$ cat src/rtl/ospfb_pwr_acc.sv
// ospfb_pwr_acc: integrates the power spectrum of an OSPFB FFT output stream.
//
// Each accepted beat {im, re} is turned into pwr = re*re + im*im and summed
// per channel over ACC_LEN frames. The sums live in an FFT_LEN-deep memory.
// The final frame of an integration is the dump frame. During that frame each
// completed sum goes out on m_axis and is not written back. Frame 0 overwrites
// the memory, so the memory never has to be cleared.
//
// Ports
//   clk, rst_n            clock, asynchronous active-low reset
//   s_axis_tdata          {im, re}, each a signed WIDTH-bit value
//   s_axis_tvalid/tready  input handshake; tready drops only under output back-pressure
//   s_axis_tlast          end-of-frame marker, expected on channel FFT_LEN-1
//   m_axis_tdata          integrated power, OUT_WID bits
//   m_axis_tvalid/tready  output handshake
//   m_axis_tlast          high on channel FFT_LEN-1 of a dump
//   m_axis_tuser          channel index of the current output beat
//   event_tlast_err       one-cycle pulse when tlast disagrees with the channel counter
//   acc_ovf               one-cycle pulse when a saturating sum clamps
//
// Build option
//   PWR_ACC_SAT_EN  when defined, sums clamp at 2^OUT_WID-1 and acc_ovf pulses.
//                   When undefined, sums wrap modulo 2^OUT_WID and acc_ovf is 0.

module ospfb_pwr_acc #(
  parameter int unsigned WIDTH   = 16,
  parameter int unsigned FFT_LEN = 64,
  parameter int unsigned ACC_LEN = 16,
  parameter int unsigned OUT_WID = 48
) (
  input  logic                 clk,
  input  logic                 rst_n,
  input  logic [2*WIDTH-1:0]   s_axis_tdata,
  input  logic                 s_axis_tvalid,
  output logic                 s_axis_tready,
  input  logic                 s_axis_tlast,
  output logic [OUT_WID-1:0]   m_axis_tdata,
  output logic                 m_axis_tvalid,
  input  logic                 m_axis_tready,
  output logic                 m_axis_tlast,
  output logic [7:0]           m_axis_tuser,
  output logic                 event_tlast_err,
  output logic                 acc_ovf
);

  localparam int unsigned PwrW = 2 * WIDTH + 1;
  localparam int unsigned ChW  = (FFT_LEN > 1) ? $clog2(FFT_LEN) : 1;
  localparam int unsigned FrmW = (ACC_LEN > 1) ? $clog2(ACC_LEN) : 1;

  localparam logic [ChW-1:0]  LastCh     = ChW'(FFT_LEN - 1);
  localparam logic [FrmW-1:0] LastFrm    = FrmW'(ACC_LEN - 1);
  // Only meaningful for ACC_LEN > 1; that use is guarded below.
  localparam logic [FrmW-1:0] PreDumpFrm = FrmW'(ACC_LEN - 2);

  // Elaboration-time parameter checks.
  if (OUT_WID < PwrW) begin : g_bad_out_wid
    $error("ospfb_pwr_acc: OUT_WID must be at least 2*WIDTH+1");
  end
  if (FFT_LEN < 2 || FFT_LEN > 256 || (FFT_LEN & (FFT_LEN - 1)) != 0) begin : g_bad_fft_len
    $error("ospfb_pwr_acc: FFT_LEN must be a power of two in 2..256");
  end
  if (ACC_LEN < 1) begin : g_bad_acc_len
    $error("ospfb_pwr_acc: ACC_LEN must be at least 1");
  end

  typedef enum logic [0:0] {StAcc, StDump} state_e;

  // ---------------------------------------------------------------------------
  // Handshake
  // ---------------------------------------------------------------------------
  logic m_valid_q;
  logic advance;  // the whole pipeline moves one step this cycle
  logic accept;

  assign advance       = !m_valid_q || m_axis_tready;
  assign s_axis_tready = rst_n && advance;
  assign accept        = s_axis_tvalid && s_axis_tready;

  // ---------------------------------------------------------------------------
  // Channel / frame counters and ACC/DUMP FSM
  // ---------------------------------------------------------------------------
  state_e          state_q, state_d;
  logic [ChW-1:0]  ch_q, ch_d;
  logic [FrmW-1:0] frm_q, frm_d;
  logic            last_ch;
  logic            tlast_err;
  logic            beat_dump;
  logic            beat_first;

  assign last_ch   = (ch_q == LastCh);
  assign tlast_err = (s_axis_tlast != last_ch);

  always_ff @(posedge clk or negedge rst_n) begin
    if (!rst_n) begin
      state_q <= StAcc;
      ch_q    <= '0;
      frm_q   <= '0;
    end else begin
      state_q <= state_d;
      ch_q    <= ch_d;
      frm_q   <= frm_d;
    end
  end

  always_comb begin
    state_d = state_q;
    if (accept) begin
      if (tlast_err) begin
        state_d = StAcc;
      end else if (last_ch) begin
        case (state_q)
          StAcc:   if (ACC_LEN > 1 && frm_q == PreDumpFrm) state_d = StDump;
          StDump:  state_d = StAcc;
          default: state_d = StAcc;
        endcase
      end
    end
  end

  always_comb begin
    ch_d  = ch_q;
    frm_d = frm_q;
    if (accept) begin
      if (tlast_err) begin
        // Resync: the next beat starts a fresh integration.
        ch_d  = '0;
        frm_d = '0;
      end else if (last_ch) begin
        ch_d  = '0;
        frm_d = (frm_q == LastFrm) ? '0 : frm_q + FrmW'(1);
      end else begin
        ch_d  = ch_q + ChW'(1);
      end
    end
  end

  // With ACC_LEN = 1 the FSM never leaves StAcc, yet every frame is a dump.
  always_comb begin
    beat_dump  = (ACC_LEN == 1) || (state_q == StDump);
    beat_first = (frm_q == '0);
  end

  // ---------------------------------------------------------------------------
  // Stage A: captured input beat
  // ---------------------------------------------------------------------------
  logic                    a_valid_q;
  logic signed [WIDTH-1:0] a_re_q, a_im_q;
  logic [ChW-1:0]          a_ch_q;
  logic                    a_first_q;
  logic                    a_dump_q;
  logic                    err_q;

  always_ff @(posedge clk or negedge rst_n) begin
    if (!rst_n) begin
      a_valid_q <= 1'b0;
      a_re_q    <= '0;
      a_im_q    <= '0;
      a_ch_q    <= '0;
      a_first_q <= 1'b0;
      a_dump_q  <= 1'b0;
      err_q     <= 1'b0;
    end else begin
      err_q <= accept && tlast_err;
      if (advance) begin
        a_valid_q <= accept;
        if (accept) begin
          a_re_q    <= signed'(s_axis_tdata[WIDTH-1:0]);
          a_im_q    <= signed'(s_axis_tdata[2*WIDTH-1:WIDTH]);
          a_ch_q    <= ch_q;
          a_first_q <= beat_first;
          a_dump_q  <= beat_dump;
        end
      end
    end
  end

  // ---------------------------------------------------------------------------
  // Power, accumulate, saturate/wrap
  // ---------------------------------------------------------------------------
  logic signed [2*WIDTH-1:0] re_sq, im_sq;
  logic [PwrW-1:0]           pwr;
  logic [OUT_WID-1:0]        acc_base;
  logic [OUT_WID:0]          sum_ext;
  logic [OUT_WID-1:0]        sum;
  logic                      ovf_hit;
  logic [OUT_WID-1:0]        mem_q [FFT_LEN];

  always_comb begin
    re_sq = a_re_q * a_re_q;
    im_sq = a_im_q * a_im_q;
    // Both squares are non-negative, so zero-extending is exact.
    pwr   = {1'b0, re_sq} + {1'b0, im_sq};
    // The memory is written on the same edge that moves a beat out of stage A.
    // Stage A therefore always reads the sum of every earlier beat, and no
    // forwarding path is needed, even when FFT_LEN = 2.
    acc_base = a_first_q ? '0 : mem_q[a_ch_q];
    sum_ext  = {1'b0, acc_base} + (OUT_WID + 1)'(pwr);
`ifdef PWR_ACC_SAT_EN
    ovf_hit = sum_ext[OUT_WID];
    sum     = ovf_hit ? '1 : sum_ext[OUT_WID-1:0];
`else
    ovf_hit = 1'b0;
    sum     = sum_ext[OUT_WID-1:0];
`endif
  end

  always_ff @(posedge clk) begin
    if (advance && a_valid_q && !a_dump_q) begin
      mem_q[a_ch_q] <= sum;
    end
  end

  // ---------------------------------------------------------------------------
  // Stage B: output register
  // ---------------------------------------------------------------------------
  logic [OUT_WID-1:0] m_data_q;
  logic               m_last_q;
  logic [7:0]         m_user_q;
  logic               ovf_q;

  always_ff @(posedge clk or negedge rst_n) begin
    if (!rst_n) begin
      m_valid_q <= 1'b0;
      m_data_q  <= '0;
      m_last_q  <= 1'b0;
      m_user_q  <= '0;
      ovf_q     <= 1'b0;
    end else begin
      ovf_q <= advance && a_valid_q && ovf_hit;
      if (advance) begin
        m_valid_q <= a_valid_q && a_dump_q;
        if (a_valid_q && a_dump_q) begin
          m_data_q <= sum;
          m_last_q <= (a_ch_q == LastCh);
          m_user_q <= 8'(a_ch_q);
        end
      end
    end
  end

  assign m_axis_tvalid   = m_valid_q;
  assign m_axis_tdata    = m_data_q;
  assign m_axis_tlast    = m_last_q;
  assign m_axis_tuser    = m_user_q;
  assign event_tlast_err = err_q;
  assign acc_ovf         = ovf_q;

endmodule

$ cat config.mk
export PLATFORM = sky130hd
export DESIGN_NAME = ospfb_pwr_acc
export DESIGN_NICKNAME = d
export VERILOG_FILES = /design/src/rtl/ospfb_pwr_acc.sv
export SDC_FILE = /design/constraint.sdc
export NUM_CORES = 2
export LEC_CHECK = 0
export CORE_AREA = 2 2 532 534
export CTS_BUF_LIST = sky130_fd_sc_hd__clkbuf_16
export DETAILED_ROUTE_END_ITERATION = 8
export DIE_AREA = 0 0 534 536
export MAX_ROUTING_LAYER = met4
export PLACE_DENSITY = 0.65
export SLEW_MARGIN = 20
export SYNTH_ARGS = -nofsm -noshare
export SYNTH_HDL_FRONTEND = slang
export SYNTH_SLANG_ARGS = --single-unit
export TNS_END_PERCENT = 5
$ cat constraint.sdc
create_clock -name clk -period 26.4 [get_ports clk]
set_clock_uncertainty 0.05 [all_clocks]
set_input_delay 5.28 -clock clk [delete_from_list [all_inputs] [get_ports clk]]
set_output_delay 5.28 -clock clk [all_outputs]
set_load 0.02 [all_outputs]
Word level (Yosys, flattened, before mapping)
Memories as Yosys holds them, arrays and structs flattened.
Cells that the tools add are included.
{"block": "totals", "inputBits": 37, "regBits": 109, "ramBits": 3072, "mem_count": 1, "wordCells": 53}
{"name": "mem_q", "words": 64, "width": 48, "rd": 1, "rd_ports_with_merged_regs": 0, "write_ports": 1, "line": "186", "rtl": "logic [OUT_WID-1:0] mem_q [FFT_LEN];"}
{"block": "classes", "eq_ne": 5, "add_sub_neg": 4, "mux": 12, "n_reduce_logical": 14, "n_bitwise": 1, "mul": 2}
{"operator": "16-bit by 16-bit multiplier with 32-bit output", "count": 2}
{"operator": "48-bit by 33-bit adder with 48-bit output", "count": 1}
{"operator": "48-bit 2-to-1 mux", "count": 1}
{"operator": "32-bit by 32-bit adder with 33-bit output", "count": 1}
{"operator": "6-bit equality test (second input constant)", "count": 2}
{"operator": "4-bit 2-to-1 mux", "count": 3}
{"operator": "6-bit 2-to-1 mux", "count": 2}
{"operator": "4-bit equality test (second input constant)", "count": 2}
{"operator": "6-bit by 1-bit adder with 6-bit output (second input constant)", "count": 1}
{"operator": "1-bit logical AND", "count": 6}
{"operator": "2-bit AND reduction", "count": 3}
{"operator": "1-bit 2-to-1 mux", "count": 5}
{"operator": "4-bit by 1-bit adder with 4-bit output (second input constant)", "count": 1}
{"operator": "4-bit logical NOT", "count": 1}
{"operator": "1-bit logical NOT", "count": 2}
{"operator": "1-bit case mux with 2 select lines", "count": 1}
{"operator": "2-bit nonzero test", "count": 1}
{"operator": "1-bit logical OR", "count": 1}
{"operator": "1-bit != test", "count": 1}
{"operator": "1-bit inverter", "count": 1}

Longest topological paths before layout
{"block": "logic_depth", "depth_word": 6, "mapped_depth": 38}

Worst setup path after synthesis
Ideal clock, no wire load.
{"block": "synth_timing", "path_kind": "register -> register", "start": "register a_re_q[4]", "end": "memory mem_q[0][45], data pin", "stages_incl_launch_ff": 35, "arrival_ns": 11.131, "period_less_slack_ns": 11.863, "setup_slack_ns": 14.537, "required_ns": 25.668, "cell_sequence": "dfrtp_1 -> clkbuf_1 -> clkbuf_1 -> nand2_1 -> fa_1 -> inv_1 -> fa_1 -> fa_1 -> inv_1 -> fa_1 -> fa_1 -> fa_1 -> inv_1 -> ha_1 -> and3_1 -> a221o_1 -> a21oi_1 -> o31ai_1 -> a221o_1 -> a21oi_1 -> o21ai_0 -> o211ai_1 -> xor2_1 -> fa_1 -> inv_1 -> ha_1 -> and3_1 -> nand2_1 -> a2111oi_0 -> a31oi_1 -> and3_1 -> clkbuf_1 -> a2111o_1 -> o31a_1 -> nor3_1"}
{"block": "synth_via", "elab_chain_cells": 3}
{"element": "from (decl)", "line": "147", "rtl": "logic signed [WIDTH-1:0] a_re_q, a_im_q;"}
{"element": "from (signal assigned)", "line": "167", "rtl": "a_re_q <= signed'(s_axis_tdata[WIDTH-1:0]);"}
{"element": "16-bit by 16-bit multiplier with 32-bit output", "line": "189", "rtl": "re_sq = a_re_q * a_re_q;"}
{"element": "32-bit by 32-bit adder with 33-bit output", "line": "192", "rtl": "pwr = {1'b0, re_sq} + {1'b0, im_sq};"}
{"element": "48-bit by 33-bit adder with 48-bit output", "line": "197", "rtl": "sum_ext = {1'b0, acc_base} + (OUT_WID + 1)'(pwr);"}
{"element": "via sum_ext[45]", "line": "183", "rtl": "logic [OUT_WID:0] sum_ext;"}
{"element": "to (decl)", "line": "186"}
The timed path passes the listed nets, and every way through them passes these cells.

Worst setup path after layout
{"block": "layout_timing", "start": "input port m_axis_tready", "end": "output port s_axis_tready"}
{"block": "layout_via", "elab_chain_cells": 2}
{"element": "from (decl)", "line": "39", "rtl": "input logic m_axis_tready,"}
{"element": "1-bit logical OR", "line": "75", "rtl": "assign advance = !m_valid_q || m_axis_tready;"}
{"element": "1-bit logical AND", "line": "76", "rtl": "assign s_axis_tready = rst_n && advance;"}
{"element": "to (decl)", "line": "35", "rtl": "output logic s_axis_tready,"}
Every way passes these cells.

==> summary.md <==
| Metric | Value |
|---|---|
| Final wirelength | `479 mm` |
| CP arrival | `6750 ps` |
| Port buffer count | `94` |
| Initial antenna violation count | `23` |
| Fmax | `82.8 MHz` |
| Synth Instances | `8,803` |
| Async S/R FF share, synth | `3.43%` |
| Routed vias | `87,800` |
| Placed cell count | `12,500` |
| TNS Setup | `0 ps` |
| Rows | `195` |
| Layout area overhead | `12.4%` |
| Clock Pin Slew Worst Setup and Hold Paths | `60 ps` |
| Count of cell types in the netlist | `94` |
| Core area | `0.281 mm2` |
| Tmin final | `12,080 ps` |
| Crit Path Category | `in -> out` |
| Number of setup buffers added after CTS | `0` |
| DIE AREA | `0.286 mm2` |
| WP data required | `21,070 ps` |
| Cts repair resizes | `0` |
| Final Setup Violations | `0` |
| Fraction of final layout cells sized beyond drive strength 1 | `13.1%` |
| DP Wirelength | `276 mm` |
| Largest area contributor in the netlist | `edfxtp_1` |
| Final non-filler cell total | `13,100` |
| TritonCTS clock tree | `yes` |
| Top-count cell post-synth | `edfxtp_1` |
| DRT iter0 DRCs | `14,700` |
| Final #Nets | `9,801` |
| CTS max path bufs | `4` |
| Wirelength per Cell | `36.7 um` |
| Vias in the first global route | `84,100` |
| Die Width | `534 um` |
| Status | `complete, but fails checks` |
| CP startpoint kind | `input port` |
| Hold WS | `424 ps` |
| Final worst-path cycle share | `45.8%` |
| Yosys reg bits | `3,181` |
| Prevailing post-synth register cell | `edfxtp_1` |
| CTS buffer count | `327` |
| Synth warn | `0` |
| Antenna-violating nets left | `0` |
| Hold buffers post-CTS | `0` |
| Slew Limit Fails | `0` |
| Failing checks | `DRC` |
| Top cell type's share of synthesized area | `66.1%` |
| Synthesized area per cell | `15.9 um2` |
| Hold Path Class | `reg -> reg` |
| Vias per inst | `6.72` |
| Die height | `536 um` |
| Slew @ Worst Pin | `1440 ps` |
| EDFF count, synth | `3,072` |
| Top cells by area, synth | `edfxtp_1 (66%), fa_1 (7.3%), a22oi_1 (2.9%)` |
| Synthesized area | `0.140 mm2` |
| First-pass GRT wire length | `663 mm` |
| Max-capacitance violation count | `0` |
| Top cells by count, synth | `edfxtp_1 (3,072), inv_1 (700), a22oi_1 (545), fa_1 (506), nand2_1 (491)` |
| Total global routing overflow | `0` |
| Clk sinks | `3,181` |
| 1st-pass router iterations | `9` |
| All-layer global routing usage | `34.3%` |
| RSZ-0062 raised after global routing | `no` |
| Drc violations | `18` |
| Final hold vios | `0` |
| CP max FO | `7` |
| Crit end category | `output pin` |
| Starting Density | `49.7%` |
| IO Count | `98` |
| Clk_lat worst skew | `990 ps` |
| Seq/Total Area, Yosys | `68.0%` |
| Largest net degree at the start of global routing | `99` |
| Clk root buf | `clkbuf_16` |
| Slew margin rel. | `3.77%` |
| GPL Wtd Cong | `0.934` |
| CTS H-tree depth | `5` |
-- worst paths after layout --
check | startpoint | endpoint | slack [ps] | depth (start not counted)
min reg2reg | m_axis_tdata[10]$_DFFE_PN0P_ | m_axis_tdata[10]$_DFFE_PN0P_ | 420 | 2
max | m_axis_tready | s_axis_tready | 14320 | 4
max reg2reg | a_re_q[9]$_DFFE_PN0P_ | m_axis_tdata[42]$_DFFE_PN0P_ | 14950 | 35
max in group asynchronous | rst_n | a_ch_q[0]$_DFFE_PN0P_ | 20660 | 2
min in group asynchronous | rst_n | m_axis_tdata[2]$_DFFE_PN0P_ | 4270 | 1
min | m_axis_tdata[10]$_DFFE_PN0P_ | m_axis_tdata[10]$_DFFE_PN0P_ | 420 | 2
-- kinds of logic (layout without fill, tap and decap cells) --
| kind of cell | count (synthesis) | after routing | share of synthesized area (%) |
|---|---|---|---|
| other | 1 | 37 | 0.00269 |
| AO/OA/AOI/OAI | 1887 | 1887 | 9.89 |
| AND/OR/NAND/NOR | 1219 | 1219 | 4.02 |
| adder cells (fa/ha/maj) | 718 | 718 | 9.15 |
| XOR/XNOR | 121 | 121 | 0.759 |
| flip-flops | 3181 | 3181 | 68.0 |
| buffers and inverters | 1195 | 1675 | 3.57 |
| multiplexers | 481 | 481 | 4.60 |
-- worst max-delay path, cell delays in order --
cell and delay (ps):
clkdlybuf4s50_1 450, nand2b_1 230, and2_1 190, clkdlybuf4s50_1 610
-- registers in the layout (all words and copies together), names as in the netlist --
register         cells
m_axis_tlast         1
ch_q                 6
a_dump_q             1
mem_q             3072
a_re_q              16
frm_q                4
m_axis_tdata        48
a_im_q              16
event_tlast_err      1
beat_dump            1
a_valid_q            1
m_axis_tuser         6
m_axis_tvalid        1
a_first_q            1
a_ch_q               6
-- area by class of cell --
cell class	count	area (um2)
fill	21700	124000
sequential	3181	95000
multi-input combinational	4429	40900
clock buffer	334	8360
tap	3743	4680
timing repair buffer	405	3540
inverter	702	2640
clock inverter	234	1740
antenna	34	85.1
-- cell usage in the layout (no fill, tap or decap), types with 26 or more instances in the layout --
cell type	n
clkinv_2	47
fa_1	506
a21oi_1	256
nand3_1	48
clkbuf_16	334
clkdlybuf4s50_1	93
xnor2_1	53
mux2i_1	199
o211ai_1	26
a221oi_1	308
diode_2	34
nor3_1	27
o22ai_1	59
a21o_1	42
a22oi_1	545
nand4_1	88
mux4_2	111
edfxtp_1	3072
nor2_1	249
a31oi_1	94
nor2_4	68
and2_1	68
a22o_1	140
dfrtp_1	102
o21ai_0	166
inv_1	762
nand2b_1	30
clkinv_1	76
ha_1	210
xor2_1	28
mux2_2	171
buf_4	291
nand2_1	483
a221o_1	39
-- per-stage QoR --
| stage | worst slack, ps | cell area, um2 | utilization, % |
|---|---|---|---|
| floorplan | 14540 | 140000 | - |
| global placement | 14320 | 147000 | 52.2 |
| detailed placement | 14310 | 147000 | 52.2 |
| CTS | 14310 | 157000 | 55.8 |
| global route | 14250 | 157000 | 55.9 |
| finish | 14320 | 157000 | 55.9 |
-- metal layers --
metal / part of all wire [%] / up-vias / routed length, um / track usage (%)
li1: - / 34300 / - / -
met1: 36 / 45000 / 171000 / 44.9
met2: 44 / 7023 / 213000 / 50.0
met3: 14 / 1469 / 67900 / 9.34
met4: 5.7 / 0 / 27100 / 15.8
met5: 0 / - / 0 / -
Power is not shown: default switching activity piles up to over one toggle a cycle in this logic, so the estimate is an artifact.
